<file path="src/rtl/regfile_pkg.sv">
// Shared constants and dump FSM state encoding for the 4 x 32-bit register file
// and its read-side dump initiator.
package regfile_pkg;

  localparam int NUM_REGS = 4;
  localparam int ADDR_W   = 2;
  localparam int DATA_W   = 32;

  localparam logic [ADDR_W:0] MAX_COUNT = (ADDR_W + 1)'(NUM_REGS);

  typedef enum logic [1:0] {
    IDLE = 2'd0,
    READ = 2'd1,
    SEND = 2'd2,
    DONE = 2'd3
  } dump_state_e;

  // Limits a requested dump length so no register is emitted twice.
  function automatic logic [ADDR_W:0] clamp_count(input logic [ADDR_W:0] req);
    logic [ADDR_W:0] res;
    if (req > MAX_COUNT) begin
      res = MAX_COUNT;
    end else begin
      res = req;
    end
    return res;
  endfunction

  // Folds one accepted beat into the running dump checksum.
  function automatic logic [DATA_W-1:0] csum_update(input logic [DATA_W-1:0] acc,
                                                    input logic [DATA_W-1:0] word);
    return acc ^ word;
  endfunction

endpackage

</file>
<file path="src/rtl/regfile_dump_reader.sv">
// Read-side dump initiator: walks a wrap-around register range through one read
// port and streams each word on a valid/ready channel with a running XOR checksum.
module regfile_dump_reader
  import regfile_pkg::*;
(
  input  logic              clk,
  input  logic              rst_n,
  input  logic              start,
  input  logic [ADDR_W-1:0] first_reg,
  input  logic [ADDR_W:0]   count,
  output logic [ADDR_W-1:0] rf_read_addr,
  input  logic [DATA_W-1:0] rf_read_data,
  output logic              out_valid,
  input  logic              out_ready,
  output logic [DATA_W-1:0] out_data,
  output logic [ADDR_W-1:0] out_addr,
  output logic              out_last,
  output logic              busy,
  output logic              done,
  output logic [DATA_W-1:0] checksum
);

  dump_state_e       state_q, state_d;
  logic [ADDR_W-1:0] addr_q, addr_d;
  logic [ADDR_W:0]   remaining_q, remaining_d;
  logic              out_valid_q, out_valid_d;
  logic [DATA_W-1:0] out_data_q, out_data_d;
  logic [ADDR_W-1:0] out_addr_q, out_addr_d;
  logic              out_last_q, out_last_d;
  logic              busy_q, busy_d;
  logic              done_q, done_d;
  logic [DATA_W-1:0] checksum_q, checksum_d;
  logic [ADDR_W:0]   count_clamped_s;

  assign count_clamped_s = clamp_count(count);

  // Next-state and next-output computation for the dump FSM.
  always_comb begin
    state_d     = state_q;
    addr_d      = addr_q;
    remaining_d = remaining_q;
    out_valid_d = out_valid_q;
    out_data_d  = out_data_q;
    out_addr_d  = out_addr_q;
    out_last_d  = out_last_q;
    busy_d      = busy_q;
    done_d      = 1'b0;
    checksum_d  = checksum_q;

    case (state_q)
      IDLE: begin
        if (start) begin
          checksum_d = {DATA_W{1'b0}};
          busy_d     = 1'b1;
          if (count_clamped_s != {(ADDR_W + 1){1'b0}}) begin
            state_d     = READ;
            addr_d      = first_reg;
            remaining_d = count_clamped_s;
          end else begin
            state_d = DONE;
            done_d  = 1'b1;
          end
        end else begin
          busy_d = 1'b0;
        end
      end

      READ: begin
        out_data_d  = rf_read_data;
        out_addr_d  = addr_q;
        out_valid_d = 1'b1;
        out_last_d  = (remaining_q == (ADDR_W + 1)'(1));
        state_d     = SEND;
      end

      SEND: begin
        if (out_ready) begin
          checksum_d  = csum_update(checksum_q, out_data_q);
          out_valid_d = 1'b0;
          if (out_last_q) begin
            state_d = DONE;
            done_d  = 1'b1;
          end else begin
            // Address wraps naturally at the ADDR_W boundary.
            addr_d      = addr_q + ADDR_W'(1);
            remaining_d = remaining_q - (ADDR_W + 1)'(1);
            state_d     = READ;
          end
        end else begin
          state_d = SEND;
        end
      end

      DONE: begin
        state_d = IDLE;
        busy_d  = 1'b0;
      end

      default: begin
        state_d     = IDLE;
        busy_d      = 1'b0;
        out_valid_d = 1'b0;
      end
    endcase
  end

  // State and output registers; reset aborts any dump in progress.
  always_ff @(posedge clk or negedge rst_n) begin
    if (!rst_n) begin
      state_q     <= IDLE;
      addr_q      <= {ADDR_W{1'b0}};
      remaining_q <= {(ADDR_W + 1){1'b0}};
      out_valid_q <= 1'b0;
      out_data_q  <= {DATA_W{1'b0}};
      out_addr_q  <= {ADDR_W{1'b0}};
      out_last_q  <= 1'b0;
      busy_q      <= 1'b0;
      done_q      <= 1'b0;
      checksum_q  <= {DATA_W{1'b0}};
    end else begin
      state_q     <= state_d;
      addr_q      <= addr_d;
      remaining_q <= remaining_d;
      out_valid_q <= out_valid_d;
      out_data_q  <= out_data_d;
      out_addr_q  <= out_addr_d;
      out_last_q  <= out_last_d;
      busy_q      <= busy_d;
      done_q      <= done_d;
      checksum_q  <= checksum_d;
    end
  end

  // addr_q only changes on entry to READ, so it doubles as the held read address.
  assign rf_read_addr = addr_q;
  assign out_valid    = out_valid_q;
  assign out_data     = out_data_q;
  assign out_addr     = out_addr_q;
  assign out_last     = out_last_q;
  assign busy         = busy_q;
  assign done         = done_q;
  assign checksum     = checksum_q;

endmodule

</file>
<file path="config.mk">
export PLATFORM = sky130hd
export DESIGN_NAME = regfile_dump_reader
export DESIGN_NICKNAME = d
export VERILOG_FILES = /design/src/rtl/regfile_pkg.sv /design/src/rtl/regfile_dump_reader.sv
export SDC_FILE = /design/constraint.sdc
export NUM_CORES = 1
export LEC_CHECK = 0
export BUFFER_PORTS_ARGS = -buffer_cell sky130_fd_sc_hd__buf_2
export CAP_MARGIN = 5
export CELL_PAD_IN_SITES_DETAIL_PLACEMENT = 1
export CELL_PAD_IN_SITES_GLOBAL_PLACEMENT = 1
export CORE_MARGIN = 10
export CORE_UTILIZATION = 43
export CTS_BUF_LIST = sky130_fd_sc_hd__clkbuf_16
export DETAILED_ROUTE_END_ITERATION = 6
export PLACE_DENSITY_LB_ADDON = 0.05
export SLEW_MARGIN = 25
export SYNTH_ARGS = -nofsm -noshare
export SYNTH_HDL_FRONTEND = slang
export SYNTH_SLANG_ARGS = --single-unit
</file>
<file path="constraint.sdc">
create_clock -name clk -period 2.85 [get_ports clk]
set_input_delay 0.285 -clock clk [delete_from_list [all_inputs] [get_ports clk]]
set_output_delay 0.285 -clock clk [all_outputs]
set_load 0.005 [all_outputs]
</file>
* Word-level counts from Yosys, hierarchy flattened
Index checks and enable logic that the tools add are counted.
** Operators by class
- Multiplexer cells :: 28
- Order comparisons :: 1
- Equal/unequal tests :: 8
- Reductions and logical operators :: 8
- Bitwise logic cells :: 1
- $add $sub $neg :: 2
** Operators by type and width (count)
- 32-bit two-way mux :: 2
- 32-bit case mux with 2 select lines :: 1
- 32-bit XOR :: 1
- 2-bit two-way mux :: 8
- 3-bit two-way mux :: 5
- 2-bit inequality test, second input constant :: 4
- 2-bit case mux with 4 select lines :: 1
- 1-bit two-way mux :: 6
- 1-bit case mux with 2 select lines :: 3
- 3-bit case mux with 2 select lines :: 1
- 2-bit nonzero test :: 3
- 5-bit AND reduction :: 1
- 2-bit == test, second input constant :: 2
- 2-bit case mux with 2 select lines :: 1
- 3-bit by 1-bit == test with 1-bit output, second input constant :: 1
- 3-bit > comparator, second input constant :: 1
- 3-bit AND reduction :: 1
- 3-bit nonzero test :: 1
- 3-bit by 1-bit subtractor with 3-bit output, second input constant :: 1
- 2-bit by 1-bit adder with 2-bit output, second input constant :: 1
- 2-bit by 1-bit == test with 1-bit output, second input constant :: 1
- 2-bit zero test :: 1
- 2-bit AND reduction :: 1
** Storage, ports and cells
- Logic and storage cells :: 58
- Register bits after elaboration :: 77
- Output and inout port bits :: 72

* Longest topological paths before layout
- Word-level depth :: 6
- Mapped depth :: 8
- Mapped depth without buffers :: 5

* Worst setup path before layout
Ideal clock, no wire load.
- Path kind :: reg-to-reg
- Start point :: register state_q[0]
- End point :: register remaining_q[2]
- Setup slack :: 1138 ps
- Clock period less this slack :: 1712 ps
- Arrival time :: 1577 ps
- Data required time :: 2715 ps
- Cell stages (with the launch flop) :: 8
- Path buffers :: 2
- Cell sequence :: dfrtp_1 > inv_1 > ha_1 > buf_4 > or4b_1 > buf_2 > a41oi_1 > o211ai_1
** Between the ends
- Longest elaborated chain between the ends :: 3
** Ends and longest elaborated chain
- start: declaration :: RTL line regfile_dump_reader.sv:23 : dump_state_e state_q, state_d;
- start signal: assignment :: RTL line regfile_dump_reader.sv:121 : state_q <= state_d;
- 2-bit == test or 2-bit zero test (tied branches) :: RTL line regfile_dump_reader.sv:50 : case (state_q)
- 2-bit inequality test (no line) or 2-bit nonzero test (tied branches)
- 5-bit AND reduction (no line)
- end signal: assignment :: RTL line regfile_dump_reader.sv:112 : remaining_q <= {(ADDR_W + 1){1'b0}};
- end signal: assignment :: RTL line regfile_dump_reader.sv:123 : remaining_q <= remaining_d;
- end: declaration :: RTL line regfile_dump_reader.sv:25 : logic [ADDR_W:0] remaining_q, remaining_d;
Several ways; a longest one is shown, not always the timed one.
A chain may end at the register's enable or synchronous reset.

* Worst setup path in the final report
- Start point :: register state_q[0]
- End point :: register addr_q[1] (netlist: rf_read_addr[1])
** Between the ends
- Longest elaborated chain between the ends :: 3
** Ends and longest elaborated chain
- 2-bit == test or 2-bit zero test (tied branches) :: RTL line regfile_dump_reader.sv:50
- 2-bit inequality test (no line) or 2-bit nonzero test (tied branches)
- 5-bit AND reduction (no line)
- end signal: assignment :: RTL line regfile_dump_reader.sv:111 : addr_q <= {ADDR_W{1'b0}};
- end signal: assignment :: RTL line regfile_dump_reader.sv:122 : addr_q <= addr_d;
- end: declaration :: RTL line regfile_dump_reader.sv:24 : logic [ADDR_W-1:0] addr_q, addr_d;
Several ways; a longest one is shown, not always the timed one.

==> results.md <==
* Resized cells post-CTS at 0
* Critical path class: reg2reg
* Largest net degree at the start of global routing at 78
* Final min period at 2.09 ns
* Area grow syn2layout at 26.6%
* Synth Cell Area at 3700 um2
* I/O Buffers at between 100 and 150
* Top Ports at 113
* Overflow after GRT at 0
* Site row count at 33
* Core Area at 8300 um2
* Avg Synthesized Cell Area at 11.6 um2
* Setup crit start kind: flip-flop
* First-pass GRT wire length at 16100 um
* Final Hold Fails at 17
* Rel. slew slack at 0.520
* DRC errors left at 0
* GRT Total Usage at 0.154
* Initial Util at 0.446
* Peak supply drop at 0.000514 V
* Final Max Slew Viols at 0
* Most frequent cells in the layout: 111 x buf_2, 77 x dfrtp_1, 37 x nand2_1, 35 x mux2i_1, 35 x mux2_2
* First-pass DRT Iterations at 4
* Reg-to-reg slack, setup at 0.76 ns
* Slowest stage cell, crit path: ha_1
* Failing checks: hold timing
* Diode count at 0
* CP peak stage delay at about 0.47 ns
* RR Endpoint: rf_read_addr[1]
* RD Place Congestion at 0.740
* Post-CTS setup buffers at 0
* Worst-path fanout max at 13
* Drt initial violations at 84
* Yosys warns at 0
* Clock skew at 0.00741 ns
* Setup Viol. Count Final at 0
* Post-route ant nets at 0
* Maximum root-to-sink buffer count at 2
* CTS Buf Count at 9
* Worst slew pin tran at approximately 0.7 ns
* Vias post-DR at 2778
* Hold Slack at -0.0381 ns
* Power density cells at 1230 nW/um2
* Element type at the critical path end: flip-flop
* Worst-path cell chain: inv_1, ha_1, clkinv_1, o211a_2, o2111ai_1
* Register area share after synthesis at 0.520
* Setup TNS at 0 ns
* FF+latch count, synth at 77
* DIE AREA at 12700 um2
* Clock transition at the registers of the reported paths at 0.06 ns
* Mapped Nets at around 370
* WL final at between 9000 and 10000 um
* Fmax at 478 MHz
* WP data required at 3.09 ns
* # hold bufs at CTS at 0
* Final worst-path cycle share at 0.734
* Share of post-route cells with drive strength above 1 at 0.397
* Post-synth cell types at 27
* Crit path DAT at 2.34 ns
* Clk_lat worst skew at ~0.33 ns
* Nets at 475
* WL/cell at 18.5 um
* Leak pwr at 2.26 nW
* Die X at 113 um
* CTS Sinks at 77
* Maxcap violations at 0
* Vias in the first global route at 3032
* Clock root buffer: clkbuf_16
* R2r startpoint: state_q[0]
* Synth Instances at 319
* RSZ-0062 raised after global routing: false
* Final HPWL from detailed placement at about 7000 um
* Bufs and invs on worst path at 2
* Initial antenna violation count at 0
* Status: finished, violations left
* Most common cell after layout, fill and taps aside: buf_2
* Worst hold path type: in2async
* Die height at 113 um
* CTS tree: yes
* Worst Reg2Reg Path Length in Cells at 5
* H-Tree Depth at 3
* CP top delay family: compound AO/OA/AOI/OAI gates
* Vias per cell at between 5 and 6
-- per-layer routing --
| layer | wire length (um) | vias up | global-route usage | part of all wire |
|---|---|---|---|---|
| met5 | 0 | - | 0 | 0 |
| met4 | 125 | 0 | 0.0448 | 0.013 |
| met3 | 718 | 12 | 0.0623 | 0.072 |
| met2 | 5000 | 70 | 0.266 | 0.50 |
| met1 | 4120 | 1381 | 0.171 | 0.41 |
| li1 | - | 1315 | - | - |
-- logic make-up after synthesis --
family,synth area share
multiplexers,0.204
buffers and inverters,0.0362
AND/OR/NAND/NOR,0.186
adder cells (fa/ha/maj),0.0203
flip-flops,0.520
AO/OA/AOI/OAI,0.0335
-- report_power, final --
group          internal (mW)  switching, mW  total, mW
clock network          0.762          0.459       1.22
logic                   1.30           1.24       2.54
registers               1.62          0.373       2.00
total                   3.69           2.07       5.76
-- Yosys cell counts (all sizes together) --
master / count / area share
ha: 6 / 0.020
o211a: 1 / 0.0027
mux2: 35 / 0.11
nor2b: 5 / 0.0084
nand2: 37 / 0.038
nor3b: 32 / 0.065
dfrtp: 77 / 0.52
o21ai: 5 / 0.0068
o211ai: 3 / 0.0061
and3b: 3 / 0.0071
or4b: 1 / 0.0027
mux2i: 36 / 0.097
clkbuf: 8 / 0.0081
a41oi: 1 / 0.0024
nand3: 1 / 0.0014
buf: 12 / 0.017
nand2b: 33 / 0.056
inv: 10 / 0.010
nor2: 1 / 0.0010
o21ba: 1 / 0.0027
o2111ai: 4 / 0.0095
o22ai: 2 / 0.0034
nand4: 2 / 0.0034
clkinv: 1 / 0.0010
or2: 1 / 0.0017
nand3b: 1 / 0.0020
-- sequential cells by signal, indices dropped and copies added, names as in the netlist --
register,flops
out_last,1
remaining_q,3
out_valid,1
done,1
rf_read_addr,2
out_addr,2
checksum,32
state_q,2
busy,1
out_data,32
-- metrics by stage --
stage               instances  power (mW)  setup WS (ns)  utilization  cell area [um2]
detailed placement        522        4.61          0.779        0.526             4370
global route              538        6.21          0.591        0.565             4690
floorplan                 319        3.58           1.14            -             3700
CTS                       538        5.87          0.732        0.564             4680
global placement          522        4.47          0.885        0.526             4370
finish                    538        5.76          0.757        0.565             4690
-- how the worst max path moves through the flow --
| stage | from | endpoint | slack [ns] | cells after the start |
|---|---|---|---|---|
| after global placement | state_q[0] | checksum[20] | 0.88 | 6 |
| after global routing | state_q[0] | rf_read_addr[1] | 0.59 | 5 |
| after floorplan | state_q[0] | remaining_q[2] | 1.14 | 7 |
| after CTS | state_q[0] | checksum[22] | 0.73 | 6 |
| final | state_q[0] | rf_read_addr[1] | 0.76 | 5 |
| after detailed placement | state_q[0] | remaining_q[1] | 0.78 | 5 |
-- layout make-up --
cell class,count,area (um2)
sequential,77,1930
clock inverter,7,91.3
inverter,11,41.3
tap,105,131
clock buffer,9,225
timing repair buffer,118,612
fill,931,3610
multi-input combinational,211,1660
-- worst register-to-register path: cells and delay by family, from the launching register on --
kind | cells | cell delay [ns]
AOI/OAI and AO/OA | 2 | 0.62
adders and majority gates | 1 | 0.47
buffers and inverters | 2 | 0.52
DFF | 1 | 0.41
Note: power is estimated with default switching activity, not from simulation.
